### config.mk
export PLATFORM = sky130hd
export DESIGN_NAME = mips_cpu_bus_arbiter_flat
export DESIGN_NICKNAME = d
export VERILOG_FILES = /design/src/rtl/mips_cpu_bus_arbiter_if.sv /design/src/rtl/mips_cpu_bus_arbiter.sv /design/src/flat_wrapper.sv
export SDC_FILE = /design/constraint.sdc
export NUM_CORES = 1
export LEC_CHECK = 0
export ABC_AREA = 1
export CORE_AREA = 2 2 171 173
export DETAILED_ROUTE_END_ITERATION = 10
export DIE_AREA = 0 0 173 175
export PLACE_DENSITY = 0.66
export SYNTH_ARGS = -nofsm -noshare
export SYNTH_HDL_FRONTEND = slang
export SYNTH_SLANG_ARGS = --single-unit
### constraint.sdc
create_clock -name clk -period 4.36 [get_ports clk]
set_clock_uncertainty 0.05 [all_clocks]
set_input_delay 0.872 -clock clk [delete_from_list [all_inputs] [get_ports clk]]
set_output_delay 0.872 -clock clk [all_outputs]
set_load 0.01 [all_outputs]
### src/rtl/mips_cpu_bus_arbiter_if.sv
// Signal bundle between the bus arbiter, its two requesters (fetch F, load/store D)
// and the shared Avalon-style memory bus.
interface mips_cpu_bus_arbiter_if;
   // Fetch requester
   logic        f_req;
   logic [31:0] f_addr;
   logic        f_ack;
   logic [31:0] f_rdata;
   // Data requester
   logic        d_req;
   logic        d_write;
   logic [31:0] d_addr;
   logic [31:0] d_wdata;
   logic [3:0]  d_byteenable;
   logic        d_ack;
   logic [31:0] d_rdata;
   // Status
   logic        err;
   logic        busy;
   // Memory bus
   logic [31:0] address;
   logic        write;
   logic        read;
   logic        waitrequest;
   logic [31:0] writedata;
   logic [3:0]  byteenable;
   logic [31:0] readdata;

   // Arbiter side: masters the memory bus, serves the requesters
   modport master (
      input  f_req, f_addr, d_req, d_write, d_addr, d_wdata, d_byteenable,
      input  waitrequest, readdata,
      output f_ack, f_rdata, d_ack, d_rdata, err, busy,
      output address, write, read, writedata, byteenable
   );

   // Requester / memory side
   modport slave (
      output f_req, f_addr, d_req, d_write, d_addr, d_wdata, d_byteenable,
      output waitrequest, readdata,
      input  f_ack, f_rdata, d_ack, d_rdata, err, busy,
      input  address, write, read, writedata, byteenable
   );
endinterface

### src/rtl/mips_cpu_bus_arbiter.sv
// Round-robin arbiter sharing one memory bus between instruction fetch (F) and
// load/store (D). Each transaction is latched in IDLE, held on the bus through
// ACCESS while waitrequest is high, and acknowledged with a one-cycle pulse in RESP.
// A watchdog forces completion (with err) after WAIT_TIMEOUT stalled cycles.
module mips_cpu_bus_arbiter #(
   parameter int unsigned WAIT_TIMEOUT = 1024,  // 0 disables the watchdog
   parameter bit          RESET_FIRST  = 1'b0   // 0: F wins first tie, 1: D wins
) (
   input logic                    clk,
   input logic                    reset,        // active low, asynchronous
   mips_cpu_bus_arbiter_if.master bus
);

   typedef enum logic [1:0] {StIdle, StAccess, StResp} state_e;

   // Grant encoding: 0 = F, 1 = D
   localparam logic LastGrantRst = ~RESET_FIRST;

   state_e      state_q, state_d;
   logic        last_grant_q, last_grant_d;
   logic        grant_q, grant_d;
   logic [31:0] addr_q, addr_d;
   logic        read_q, read_d;
   logic        write_q, write_d;
   logic [31:0] wdata_q, wdata_d;
   logic [3:0]  be_q, be_d;
   logic [31:0] wd_cnt_q, wd_cnt_d;
   logic        f_ack_q, f_ack_d;
   logic        d_ack_q, d_ack_d;
   logic        err_q, err_d;
   logic [31:0] f_rdata_q, f_rdata_d;
   logic [31:0] d_rdata_q, d_rdata_d;
   logic        timeout;
   logic [31:0] resp_data;

   // Watchdog fires on the last permitted stalled ACCESS cycle
   assign timeout = (WAIT_TIMEOUT != 0) && (wd_cnt_q == 32'(WAIT_TIMEOUT - 1));

   // Next-state, grant selection and transaction latching
   always_comb begin
      state_d      = state_q;
      last_grant_d = last_grant_q;
      grant_d      = grant_q;
      addr_d       = addr_q;
      read_d       = read_q;
      write_d      = write_q;
      wdata_d      = wdata_q;
      be_d         = be_q;
      wd_cnt_d     = wd_cnt_q;
      f_ack_d      = 1'b0;
      d_ack_d      = 1'b0;
      err_d        = 1'b0;
      f_rdata_d    = f_rdata_q;
      d_rdata_d    = d_rdata_q;
      resp_data    = 32'h0;

      case (state_q)
         StIdle: begin
            if (bus.f_req || bus.d_req) begin
               // On a tie, serve whoever did not win last time
               grant_d      = (bus.f_req && bus.d_req) ? ~last_grant_q : bus.d_req;
               last_grant_d = grant_d;
               wd_cnt_d     = 32'h0;
               state_d      = StAccess;
               if (grant_d) begin
                  read_d  = ~bus.d_write;
                  write_d = bus.d_write;
                  addr_d  = {bus.d_addr[31:2], 2'b00};
                  wdata_d = bus.d_write ? bus.d_wdata : 32'h0;
                  be_d    = bus.d_byteenable;
               end else begin
                  read_d  = 1'b1;
                  write_d = 1'b0;
                  addr_d  = {bus.f_addr[31:2], 2'b00};
                  wdata_d = 32'h0;
                  be_d    = 4'hf;
               end
            end
         end
         StAccess: begin
            if (!bus.waitrequest || timeout) begin
               // Timed-out transactions and writes return zero data
               if (!bus.waitrequest && read_q) resp_data = bus.readdata;
               err_d   = bus.waitrequest;
               read_d  = 1'b0;
               write_d = 1'b0;
               state_d = StResp;
               if (grant_q) begin
                  d_ack_d   = 1'b1;
                  d_rdata_d = resp_data;
               end else begin
                  f_ack_d   = 1'b1;
                  f_rdata_d = resp_data;
               end
            end else begin
               wd_cnt_d = wd_cnt_q + 32'h1;
            end
         end
         StResp: begin
            wd_cnt_d = 32'h0;
            state_d  = StIdle;
         end
         default: state_d = StIdle;
      endcase
   end

   // State and output registers; reset abandons any transaction in flight
   always_ff @(posedge clk or negedge reset) begin
      if (!reset) begin
         state_q      <= StIdle;
         last_grant_q <= LastGrantRst;
         grant_q      <= 1'b0;
         addr_q       <= 32'h0;
         read_q       <= 1'b0;
         write_q      <= 1'b0;
         wdata_q      <= 32'h0;
         be_q         <= 4'h0;
         wd_cnt_q     <= 32'h0;
         f_ack_q      <= 1'b0;
         d_ack_q      <= 1'b0;
         err_q        <= 1'b0;
         f_rdata_q    <= 32'h0;
         d_rdata_q    <= 32'h0;
      end else begin
         state_q      <= state_d;
         last_grant_q <= last_grant_d;
         grant_q      <= grant_d;
         addr_q       <= addr_d;
         read_q       <= read_d;
         write_q      <= write_d;
         wdata_q      <= wdata_d;
         be_q         <= be_d;
         wd_cnt_q     <= wd_cnt_d;
         f_ack_q      <= f_ack_d;
         d_ack_q      <= d_ack_d;
         err_q        <= err_d;
         f_rdata_q    <= f_rdata_d;
         d_rdata_q    <= d_rdata_d;
      end
   end

   assign bus.address    = addr_q;
   assign bus.read       = read_q;
   assign bus.write      = write_q;
   assign bus.writedata  = wdata_q;
   assign bus.byteenable = be_q;
   assign bus.f_ack      = f_ack_q;
   assign bus.d_ack      = d_ack_q;
   assign bus.f_rdata    = f_rdata_q;
   assign bus.d_rdata    = d_rdata_q;
   assign bus.err        = err_q;
   assign bus.busy       = (state_q != StIdle);

endmodule

### src/flat_wrapper.sv
// flat-port wrapper written by rule: the top's interface ports become plain ports
module mips_cpu_bus_arbiter_flat 
#(
   parameter int unsigned WAIT_TIMEOUT = 1024,                            
   parameter bit          RESET_FIRST  = 1'b0                                    
)
  (clk, reset, bus_f_req, bus_f_addr, bus_d_req, bus_d_write, bus_d_addr, bus_d_wdata, bus_d_byteenable, bus_waitrequest, bus_readdata, bus_f_ack, bus_f_rdata, bus_d_ack, bus_d_rdata, bus_err, bus_busy, bus_address, bus_write, bus_read, bus_writedata, bus_byteenable);
  mips_cpu_bus_arbiter_if bus_i ();
  input logic clk;
  input logic reset;
  input wire logic [$bits(bus_i.f_req)-1:0] bus_f_req;
  input wire logic [$bits(bus_i.f_addr)-1:0] bus_f_addr;
  input wire logic [$bits(bus_i.d_req)-1:0] bus_d_req;
  input wire logic [$bits(bus_i.d_write)-1:0] bus_d_write;
  input wire logic [$bits(bus_i.d_addr)-1:0] bus_d_addr;
  input wire logic [$bits(bus_i.d_wdata)-1:0] bus_d_wdata;
  input wire logic [$bits(bus_i.d_byteenable)-1:0] bus_d_byteenable;
  input wire logic [$bits(bus_i.waitrequest)-1:0] bus_waitrequest;
  input wire logic [$bits(bus_i.readdata)-1:0] bus_readdata;
  output wire logic [$bits(bus_i.f_ack)-1:0] bus_f_ack;
  output wire logic [$bits(bus_i.f_rdata)-1:0] bus_f_rdata;
  output wire logic [$bits(bus_i.d_ack)-1:0] bus_d_ack;
  output wire logic [$bits(bus_i.d_rdata)-1:0] bus_d_rdata;
  output wire logic [$bits(bus_i.err)-1:0] bus_err;
  output wire logic [$bits(bus_i.busy)-1:0] bus_busy;
  output wire logic [$bits(bus_i.address)-1:0] bus_address;
  output wire logic [$bits(bus_i.write)-1:0] bus_write;
  output wire logic [$bits(bus_i.read)-1:0] bus_read;
  output wire logic [$bits(bus_i.writedata)-1:0] bus_writedata;
  output wire logic [$bits(bus_i.byteenable)-1:0] bus_byteenable;
  assign bus_i.f_req = bus_f_req;
  assign bus_i.f_addr = bus_f_addr;
  assign bus_i.d_req = bus_d_req;
  assign bus_i.d_write = bus_d_write;
  assign bus_i.d_addr = bus_d_addr;
  assign bus_i.d_wdata = bus_d_wdata;
  assign bus_i.d_byteenable = bus_d_byteenable;
  assign bus_i.waitrequest = bus_waitrequest;
  assign bus_i.readdata = bus_readdata;
  assign bus_f_ack = bus_i.f_ack;
  assign bus_f_rdata = bus_i.f_rdata;
  assign bus_d_ack = bus_i.d_ack;
  assign bus_d_rdata = bus_i.d_rdata;
  assign bus_err = bus_i.err;
  assign bus_busy = bus_i.busy;
  assign bus_address = bus_i.address;
  assign bus_write = bus_i.write;
  assign bus_read = bus_i.read;
  assign bus_writedata = bus_i.writedata;
  assign bus_byteenable = bus_i.byteenable;
  mips_cpu_bus_arbiter #(.WAIT_TIMEOUT(WAIT_TIMEOUT), .RESET_FIRST(RESET_FIRST)) u_core (.clk(clk), .reset(reset), .bus(bus_i));
endmodule
# Word level (Yosys, flattened, before mapping)
# Index checks and enable logic that the tools add are counted.
# totals
ff_bits	173
out_inout_bits	138
# op_classes
n_bitwise	3
reduce_logical	15
add_sub_neg	1
n_mux	27
n_eq_ne	6
# op_table
op	n
32-bit 2-to-1 mux	6
32-bit one-hot mux with 3 select lines	1
32-bit by 1-bit adder with 32-bit output (second input constant)	1
32-bit by 10-bit equality test with 1-bit output (second input constant)	1
1-bit 2-to-1 mux	14
3-bit AND reduction	4
2-bit 2-to-1 mux	2
4-bit 2-to-1 mux	1
2-bit by 1-bit inequality test with 1-bit output (second input constant)	2
1-bit one-hot mux with 2 select lines	2
2-bit one-hot mux with 2 select lines	1
2-bit AND reduction	2
2-bit nonzero test	2
1-bit inverter	3
3-bit nonzero test	1
2-bit by 1-bit equality test with 1-bit output (second input constant)	1
2-bit equality test (second input constant)	1
1-bit logical AND	2
2-bit logical NOT	1
1-bit logical OR	2
2-bit inequality test (second input constant)	1
1-bit logical NOT	1

# Depth between registers and ports, before layout
# depth
word_depth	5
ltp_mapped	12

# Least setup slack after synthesis
# OpenSTA, ideal clock, no wires.
# synth_timing
kind	input to register
start	in bus_d_req
end	reg u_core.wdata_q[22] (netlist: u_core.bus.writedata[22])
stages	7
path_slack_ns	2.411
t_required_ns	4.180
n_path_buf	2
arrival_time_ns	1.769
path_cell_list	nor2_1 > nor2_1 > inv_1 > buf_2 > clkbuf_1 > nand2_1 > o21ai_0
# synth_between
elab_chain_cells	3
# synth_lines
element	line_no	rtl
from (decl)	flat_wrapper.sv:13	input wire logic [$bits(bus_i.d_req)-1:0] bus_d_req;
1-bit logical AND	mips_cpu_bus_arbiter.sv:61	grant_d = (bus.f_req && bus.d_req) ? ~last_grant_q : bus.d_req;
1-bit 2-to-1 mux	mips_cpu_bus_arbiter.sv:61	
32-bit 2-to-1 mux	mips_cpu_bus_arbiter.sv:65	if (grant_d) begin
to (signal assigned)	mips_cpu_bus_arbiter.sv:131	wdata_q <= wdata_d;
to (decl)	mips_cpu_bus_arbiter.sv:25	logic [31:0] wdata_q, wdata_d;
# Parallel ways exist; a longest one is shown, timed or not.
# A chain may end at the register's enable or synchronous reset.

# Worst setup path after layout
# layout_timing
start	in bus_d_req
end	reg u_core.wdata_q[15] (netlist: u_core.bus.writedata[15])
# The elaborated chain is that of the path after synthesis.

==> metrics.cfg <==
[sta]
timing.hold.ws_ns=0.398
fmax_ghz=0.326
setup_viol=0
hold_viol_final=0
rsz0062_at_grt=false
tightest_slew_ns=1.16
period_needed_ns=3.07
slew_violations=0
final.setup.tns_ns=0
maxSlewHeadroom=0.225
fin_ws_ns=1.29
fin_crit_sh=0.705

[power_and_ir_drop]
combPwrFrac=0.424
p_seq_frac=0.356
ir_drop_uv=278
p_int_mw=4.32
switching_share=0.385
p_clk_frac=0.220
leakage_nw=5.68
p_sw_mw=2.70
power_mw=7.02
power_density_nw_per_um2=588

[critical_path]
critical_path_depth=7
worstSetupPathType=primary input to flip-flop
cp_common_cell=buf_4
cp-endpoint=u_core.bus.writedata[15]
worstPathArrival_ns=3.35
critPathMaxStageDelay_ns=0.81
rr_endpoint=u_core.bus.d_rdata[14]
critPathSlowestCell=nand3_1
cp_max_fo=33
crit_required_ns=4.64
r2r-start=u_core.wd_cnt_q[0]
cp-start-kind=primary input
cp_top_family=buffers and inverters
worstPathCellList=clkdlybuf4s50_1 > nand2_1 > buf_4 > inv_1 > buf_4 > nand3_1 > o21ai_0
cp_num_buf_inv=4
r2r_setup_slack_ns=1.57
r2r_cells=10
cp-startpoint=bus_d_req
end_kind=flip-flop

[synth]
synth-edff-count=0
dominantRegCellSynth=dfrtp_1
synth_common_cells=nand2_1 (383), dfrtp_1 (170), nor2_1 (129)
yosysWarnings=0
synth-seq-cells=171
async_flop_share=1.00
yosysTopAreaCell=dfrtp_1
yosys.area_share.xor_xnor=0.00418
synthMuxAreaShare=0
yosysMostFrequentCell=nand2_1
synth_top_family_by_area=simple AND/OR/NAND/NOR gates
ys_types=30
synth_area_leaders=dfrtp_1 (51%), nand2_1 (17%), o21ai_0 (5.9%)
synth_compound_area_frac=0.0987
syn_avg_cell_area_um2=7.62
synth_top_area_frac=0.508
syn_inst=1099
yosys.area_share.adder=0.00149
seq_area_frac_synth=0.511
synthSimpleGateAreaFrac=0.297
netlist_area_um2=8380

[layout]
n_fill_cell=2866
finalInstanceArea_um2=12000
regArea_um2=4280
fin_nets=1482
utilization=0.421
drive_gt1_frac=0.0612
antenna_cells=0
fin_cells=1740
area_growth_pct=42.7
multiInputGateArea_um2=3370

[routing]
wl_per_cell_um=15.0
post-route-drc-count=0
ant_nets=0
dr.pass1.iters=7
drt_iter0_markers=504
routed_wl_mm=26.0
vias=7955
avgViaCountPerCell=4.57

[clock_network]
cts_resized=0
cts_tree=built
clock_sinks=171
clock-root-buffer=clkbuf_16
hold_buffers=0
clockBufferDepth=2
postCtsSetupBuffers=0
cts_buffers=17
path_clk_slew_ns=0.08
clock_latency_ns=0.44
htree_levels=4

[global_routing]
grt_pass1_wl_mm=41.6
grt-ovfl-total=0
grt_pass1_vias=7782
grt_usage=0.170
antenna_found_initial=0
grt_max_degree=71

[min_path]
worstHoldPathType=primary input to async pin

[placed_design]
dp_slack_ns=0.753
place_area_um2=11400
port_buffers=269
place_inst=1708
place_hpwl_mm=18.3
place_congestion=0.878

[floorplan]
core_um2=28400
die-height_um=175
rows=62
dieArea_um2=30300
die_w_um=173
initial_core_util=0.295
ios=276

[run_status]
status=complete, no violations

[flow_run]
maxCapViolCount=0

==> cell usage in the layout (no fill, tap or decap) <==
cell,synthesis,layout
buf_4,5,11
dfrtp_1,170,170
o22a_1,4,4
clkinv_4,0,2
a21oi_1,8,8
dfstp_2,1,1
nor2_2,2,3
buf_6,9,1
o21ai_1,9,9
xor2_1,4,4
clkbuf_16,0,17
nand2_4,2,2
nor3_1,1,1
o21ai_2,23,23
nand3_2,1,1
clkdlybuf4s50_1,0,268
inv_6,0,2
inv_8,0,4
inv_1,110,109
o21bai_1,1,1
clkinv_8,0,5
clkinv_2,0,1
nand4_2,1,1
inv_2,2,3
nor3b_1,2,2
nand2_2,4,4
ha_1,1,1
nor2_1,129,128
buf_12,0,1
a22oi_1,1,1
clkinvlp_4,0,1
nand2_1,383,383
conb_1,1,2
o21ai_0,98,98
nand3b_1,2,2
nand3_1,50,50
nand4_1,32,32
==> worst min-delay path by stage <==
| stage | slack, ns | end | start | cells past startpoint |
|---|---|---|---|---|
| 5_1_grt | 0.43 | u_core.bus.d_rdata[15] | reset | 1 |
| 3_3_place_gp | 0.40 | u_core.last_grant_q | u_core.last_grant_q | 2 |
| 6_report | 0.40 | u_core.bus.f_rdata[15] | reset | 1 |
| 2_1_floorplan | 0.39 | u_core.last_grant_q | u_core.last_grant_q | 2 |
| 4_1_cts | 0.42 | u_core.bus.f_rdata[18] | reset | 1 |
| 3_5_place_dp | 0.41 | u_core.last_grant_q | u_core.last_grant_q | 2 |
==> sequential cells by signal (all words and copies together) (netlist names), 2 cells and up <==
register / count
u_core.bus.writedata: 32
u_core.bus.address: 30
u_core.bus.f_rdata: 32
u_core.wd_cnt_q: 32
u_core.bus.d_rdata: 32
u_core.state_q: 2
u_core.bus.byteenable: 4
==> power groups by stage <==
stage                     clock (mW)  sequential (mW)  combinational, mW
final                           1.55             2.50               2.97
after global routing            1.65             2.58               3.24
after CTS                       1.58             2.50               3.03
after detailed placement           0             2.52               3.02
after global placement             0             2.51               2.99
after floorplan                    0             2.73               1.15
==> layer usage <==
layer	GRT usage	routed length, µm
met1	0.210	11000
met3	0.0566	2100
met4	0.0357	185
met5	0	0
met2	0.292	12700
==> cell type report <==
class	instances	area share
Clock buffer	17	0.0356
Timing Repair Buffer	281	0.234
Multi-Input combinational cell	760	0.282
Inverter	112	0.0352
Tap cell	384	0.0402
Sequential cell	171	0.358
Clock inverter	15	0.0146
==> cells by family (layout without fill, tap and decap cells) <==
group | after synthesis | after routing
XOR/XNOR | 4 | 4
buffers and inverters | 169 | 425
AND/OR/NAND/NOR | 609 | 609
adder cells (fa/ha/maj) | 1 | 1
AO/OA/AOI/OAI | 144 | 144
other | 1 | 2
flip-flops | 171 | 171
(Power assumes the default switching activity.)
